<file path="src/rtl/arbitro_param.sv">
// arbitro_param: dispatches words from one show-ahead input FIFO to NUM_CH output FIFOs,
// choosing the output by back-pressure-aware round-robin or by the word's destination field.
module arbitro_param #(
   parameter int DATA_WIDTH = 10,
   parameter int CH_BITS = 2,
   parameter logic [3:0] IDLE_STATE = 4'b0001,
   localparam int NUM_CH = 2**CH_BITS
) (
   input logic clk,
   input logic reset_L,
   input logic [3:0] state,
   input logic route_mode,
   input logic empty,
   input logic [DATA_WIDTH-1:0] data_in,
   input logic [NUM_CH-1:0] almost_full,
   output logic pop,
   output logic [NUM_CH-1:0] push,
   output logic [DATA_WIDTH-1:0] data_out,
   output logic stall
);
   logic [CH_BITS-1:0] rr_ptr, rr_tgt, dst, tgt;
   logic rr_ok, ok, idle, active;
   // scanning downward lets the channel closest to rr_ptr win
   always_comb begin
      rr_tgt = rr_ptr;
      rr_ok = 1'b0;
      for (int i = NUM_CH-1; i >= 0; i--)
         if (!almost_full[rr_ptr + CH_BITS'(i)]) begin
            rr_tgt = rr_ptr + CH_BITS'(i);
            rr_ok = 1'b1;
         end
   end
   assign dst = data_in[DATA_WIDTH-1 -: CH_BITS];
   assign tgt = route_mode ? dst : rr_tgt;
   assign ok = route_mode ? !almost_full[dst] : rr_ok;
   assign idle = state == IDLE_STATE;
   assign active = reset_L && !idle && !empty;
   assign pop = active && ok;
   always_ff @(posedge clk or negedge reset_L)
      if (!reset_L) begin
         rr_ptr <= '0;
         push <= '0;
         data_out <= '0;
         stall <= 1'b0;
      end else begin
         push <= pop ? NUM_CH'(1) << tgt : '0;
         if (pop) data_out <= data_in;
         stall <= active && !pop;
         rr_ptr <= idle ? '0 : (pop && !route_mode) ? tgt + CH_BITS'(1) : rr_ptr;
      end
endmodule

</file>
<file path="config.mk">
export PLATFORM = sky130hd
export DESIGN_NAME = arbitro_param
export DESIGN_NICKNAME = d
export VERILOG_FILES = /design/src/rtl/arbitro_param.sv
export SDC_FILE = /design/constraint.sdc
export NUM_CORES = 1
export LEC_CHECK = 0
export CAP_MARGIN = 10
export CORE_MARGIN = 2
export CORE_UTILIZATION = 35
export CTS_CLUSTER_DIAMETER = 50
export DETAILED_ROUTE_END_ITERATION = 8
export PLACE_DENSITY_LB_ADDON = 0.08
export REMOVE_ABC_BUFFERS = 1
export SLEW_MARGIN = 30
export SYNTH_ARGS = -nofsm -noshare
export SYNTH_HDL_FRONTEND = slang
export SYNTH_SLANG_ARGS = --single-unit
</file>
<file path="constraint.sdc">
create_clock -name clk -period 2.7 [get_ports clk]
set_input_delay 0.54 -clock clk [delete_from_list [all_inputs] [get_ports clk]]
set_output_delay 0.54 -clock clk [all_outputs]
set_load 0.05 [all_outputs]
</file>
# == After elaboration in Yosys (flattened, before gate mapping) ==
# Cells that the tools add are included.
# totals
ff_bits,17
inputBits,22
output_inout_bits,16
wordCells,49
# op_classes
n_addsub,4
magnitude_cmp,5
n_eq_ne,1
n_shift,1
muxes,23
n_reduce_logical,11
# op_table
op,n
2-bit by 3-bit < comparator with 1-bit output (second input constant),5
2-bit 2-to-1 mux,7
1-bit binary-select mux with 2-bit select,5
1-bit 2-to-1 mux,10
1-bit logical AND,5
1-bit zero test,5
2-bit by 1-bit adder with 2-bit output (second input constant),2
2-bit adder (second input constant),2
4-bit by 1-bit == test with 1-bit output (second input constant),1
4-bit 2-to-1 mux,1
1-bit by 2-bit << shifter with 4-bit output (first input constant),1
2-bit nonzero test,1

# == Logic depth before layout (Yosys ltp) ==
# depth
word_depth,12
depth_mapped,6
depth_no_buf,6

# == Worst setup path after synthesis ==
# Ideal clock, no wire load.
# synth_timing
path_kind,input to output
from,input data_in[9]
to,output pop
t_arrival_ns,1.699
path_slack_ns,0.461
stages,5
n_path_buf,1
path_cell_list,mux4_2 nand2_2 nand3_4 buf_6 inv_1
# synth_via
elab_chain_cells,5
# synth_lines
item,line,rtl
"start, declared",14,"input logic [DATA_WIDTH-1:0] data_in,"
1-bit binary-select mux with 2-bit select,35,assign ok = route_mode ? !almost_full[dst] : rr_ok;
1-bit 2-to-1 mux (implied by the code),35,
1-bit zero test,35,
1-bit 2-to-1 mux,35,
1-bit logical AND,38,assign pop = active && ok;
"end, declared",16,"output logic pop,"
# Every way passes these cells. The select of a mux whose other input is x is not followed.

# == Worst setup path after layout ==
# Ends and elaborated chain as after synthesis.

==> run_results.csv <==
group,metric,value,unit
timing,finalCritPeriodShare,94.2,%
timing,timing.clock.skew,3.39,ps
routing,route.detailed.wl_per_inst,12.6,um
routing,detail_route.iter0.violations,7,
routing,post_route_drc,0,
routing,detail_route.wirelength,1.75,mm
status,outcome,"complete, no violations",
clocking,h-tree-depth,1,
routing,drt_first_pass_iters,4,
timing,timing_hold_violations_final,0,
clocking,post_cts.resized_instances,0,
setup_path,critical_path.cell_chain,"clkdlybuf4s50_1, mux4_2, nand2_2, nand3_4, inv_1, buf_12",
synthesis,mappedNetlistArea,841,um^2
timing,rsz_0062_raised_after_global_routing,"false",
placed_design,dp_hpwl,1.41,mm
synthesis,postSynthAreaPerCell,12.7,um^2
placed_design,placement.io_buffers,37,
die,core_outline_area,2230,um^2
clocking,cts_tree,"yes",
die,fp.dieW,53.0,um
finish,finish.net_count,135,
timing,max_slew_margin,66.0,%
clocking,tritoncts.num_buffers,3,
timing,setup_total_negative_slack,0,ps
setup_path,critical_path_arrival,2000,ps
global_route,grt_start_max_net_pins,18,
global_route,grt_first_pass_wirelength,2.97,mm
timing,worstMarginPinSlew,508,ps
finish,num-fill-cells,197,
synthesis,synth_unique_cells,29,
worst_hold_path,timing.hold.worst.class,"reg2reg",
global_route,grt-ovfl-total,0,
pwr,ir_drop,450,uV
clocking,clk_transition_reported_paths,90,ps
finish,antennaDiodeCount,0,
synthesis,syn-instance-count,66,
die,die_area,2810,um^2
global_route,globalRouteTotalUtil,14.9,%
clocking,insertion_delay,280,ps
finish,final_core_utilization,58.7,%
setup_path,end_kind,"output pin",
synthesis,sequential_fraction_of_the_synthesis_area,50.6,%
routing,route.vias.total,684,
flow_run,number_of_max_capacitance_violations_reported,0,
setup_path,critical_path.slowest_cell,"sky130_fd_sc_hd__clkdlybuf4s50_1",
synthesis,yosysWarnings,0,
synthesis,ys_seq_elements,17,
setup_path,cp-start-kind,"input pin",
die,io-pin-count,38,
setup_path,setup.worst_path.start,"data_in[9]",
pwr,power.leakage,0.562,nW
clocking,cts_num_sinks,17,
global_route,initial_antenna_violation_count,0,
setup_path,critical_path.max_stage_delay,520,ps
setup_path,timing.critical_path.buf_inv,3,
worst_hold_path,worstHoldStart,"data_out[2]",
timing,slew_violations,0,
placed_design,rd_place_congestion,0.743,
timing,setup_viol_count_final,0,
setup_path,cp_max_fo,3,
timing,final.min_clock_period,2540,ps
setup_path,crit_required,2160,ps
finish,drive_above_1_share,21.6,%
clocking,cts_hold_buffers,0,
routing,vias_per_cell,4.92,
setup_path,r2r_start,"rr_ptr[1]",
routing,number_of_nets_with_antenna_violations_after_detailed_routing,0,
die,row_count,17,
pwr,power.density_cell_area,622,nW/um^2
die,die_h,53.0,um
setup_path,criticalPathCategory,"in2out",
timing,clock.fmax,0.393,GHz
setup_path,critical-path-top-delay-family,"buffers and inverters",
global_route,vias_in_the_first_global_route,676,
clocking,cts_buffer_depth,2,
die,initial_core_util,37.6,%
finish,area_growth_syn_to_layout,55.8,%
clocking,postCtsSetupBuffers,0,
clocking,master_cell_of_the_clock_root_buffer,"sky130_fd_sc_hd__clkbuf_4",
synth_stat cells:
cell	count	area, um^2
sky130_fd_sc_hd__nor4b_1	1	8.76
sky130_fd_sc_hd__dfrtp_1	17	425
sky130_fd_sc_hd__nor3_1	1	5.00
sky130_fd_sc_hd__inv_1	3	11.3
sky130_fd_sc_hd__nor2b_1	1	6.26
sky130_fd_sc_hd__nand2_2	1	6.26
sky130_fd_sc_hd__nand2_1	2	7.51
sky130_fd_sc_hd__mux4_2	1	22.5
sky130_fd_sc_hd__or3_1	1	6.26
sky130_fd_sc_hd__and3_1	2	12.5
sky130_fd_sc_hd__o221ai_1	1	8.76
sky130_fd_sc_hd__a211oi_1	2	15.0
sky130_fd_sc_hd__buf_6	1	11.3
sky130_fd_sc_hd__ha_1	1	12.5
sky130_fd_sc_hd__nand2b_1	1	6.26
sky130_fd_sc_hd__o21ai_0	3	15.0
sky130_fd_sc_hd__nor3b_2	1	12.5
sky130_fd_sc_hd__a2bb2oi_1	1	8.76
sky130_fd_sc_hd__o2bb2ai_1	1	8.76
sky130_fd_sc_hd__mux2_4	5	75.1
sky130_fd_sc_hd__nor2_1	3	11.3
sky130_fd_sc_hd__a21oi_1	1	5.00
sky130_fd_sc_hd__a31oi_1	2	12.5
sky130_fd_sc_hd__mux2_2	5	56.3
sky130_fd_sc_hd__and2_1	1	6.26
sky130_fd_sc_hd__a41oi_1	1	8.76
sky130_fd_sc_hd__nor3b_1	2	15.0
sky130_fd_sc_hd__a21boi_0	3	22.5
sky130_fd_sc_hd__nand3_4	1	17.5
power breakdown:
part           internal (mW)  switching, mW  leakage [nW]
Sequential             0.297         0.0300         0.210
Combinational          0.158          0.200         0.334
Clock                 0.0550         0.0753        0.0177
layer usage:
metal | vias to the layer above | global-route usage (%) | part of all wire, % | routed length (um)
met2 | 26 | 24.8 | 49 | 855
met1 | 318 | 17.6 | 42 | 741
met5 | - | 0 | 0 | 0
met4 | 0 | 5.13 | 1.2 | 21
met3 | 5 | 5.37 | 7.8 | 136
li1 | 335 | - | - | -
per-stage QoR:
step	area, um^2	cells	hold WS, ps	worst slack [ps]	power, mW
after floorplan	830	65	244	496	0.548
after global placement	1280	135	487	173	0.685
after detailed placement	1280	135	495	146	0.691
after CTS	1310	139	519	145	0.825
after global routing	1310	139	542	83.2	0.863
final	1310	139	517	157	0.815
final timing paths:
| check | end | slack (ps) | depth (start not counted) |
|---|---|---|---|
| worst max-delay path | pop | 160 | 6 |
| worst min-delay path | data_out[2] | 520 | 1 |
| worst max register to register | rr_ptr[1] | 900 | 5 |
| worst min register to register | data_out[2] | 520 | 1 |
| max in group asynchronous | data_out[9] | 1900 | 2 |
| min in group asynchronous | push[1] | 610 | 2 |
cell families after synthesis:
family,count (synthesis),share of synthesized area (%)
flops,17,50.6
compound gates,15,12.5
mux,11,18.3
fa+ha+maj,1,1.49
buf+inv,4,2.68
simple gates,18,14.4
sequential cells by signal (all words and copies together), names as in the netlist:
name / cells
data_out: 10
push: 4
rr_ptr: 2
stall: 1
cell usage in the layout (no fill, tap or decap), types with 2 or more instances in the layout:
| cell | n |
|---|---|
| sky130_fd_sc_hd__inv_1 | 3 |
| sky130_fd_sc_hd__o21ai_0 | 3 |
| sky130_fd_sc_hd__nor3b_1 | 2 |
| sky130_fd_sc_hd__clkdlybuf4s50_1 | 36 |
| sky130_fd_sc_hd__nand2_1 | 2 |
| sky130_fd_sc_hd__mux2_4 | 5 |
| sky130_fd_sc_hd__dfrtp_1 | 17 |
| sky130_fd_sc_hd__a211oi_1 | 2 |
| sky130_fd_sc_hd__a31oi_1 | 2 |
| sky130_fd_sc_hd__clkbuf_4 | 3 |
| sky130_fd_sc_hd__a21boi_0 | 3 |
| sky130_fd_sc_hd__and3_1 | 2 |
| sky130_fd_sc_hd__buf_4 | 5 |
| sky130_fd_sc_hd__nor2_1 | 3 |
| sky130_fd_sc_hd__mux2_2 | 5 |
final cells by class:
type | instances | area [um^2] | share of cell area [%]
flip-flops and latches | 17 | 425 | 32.5
clock inverters | 1 | 5.00 | 0.382
well taps | 28 | 35.0 | 2.67
inverters | 3 | 11.3 | 0.860
multi-input cells | 45 | 393 | 30.0
clock buffers | 3 | 22.5 | 1.72
repair buffers | 42 | 418 | 31.9
No activity file was read; power rests on OpenSTA's default activity.
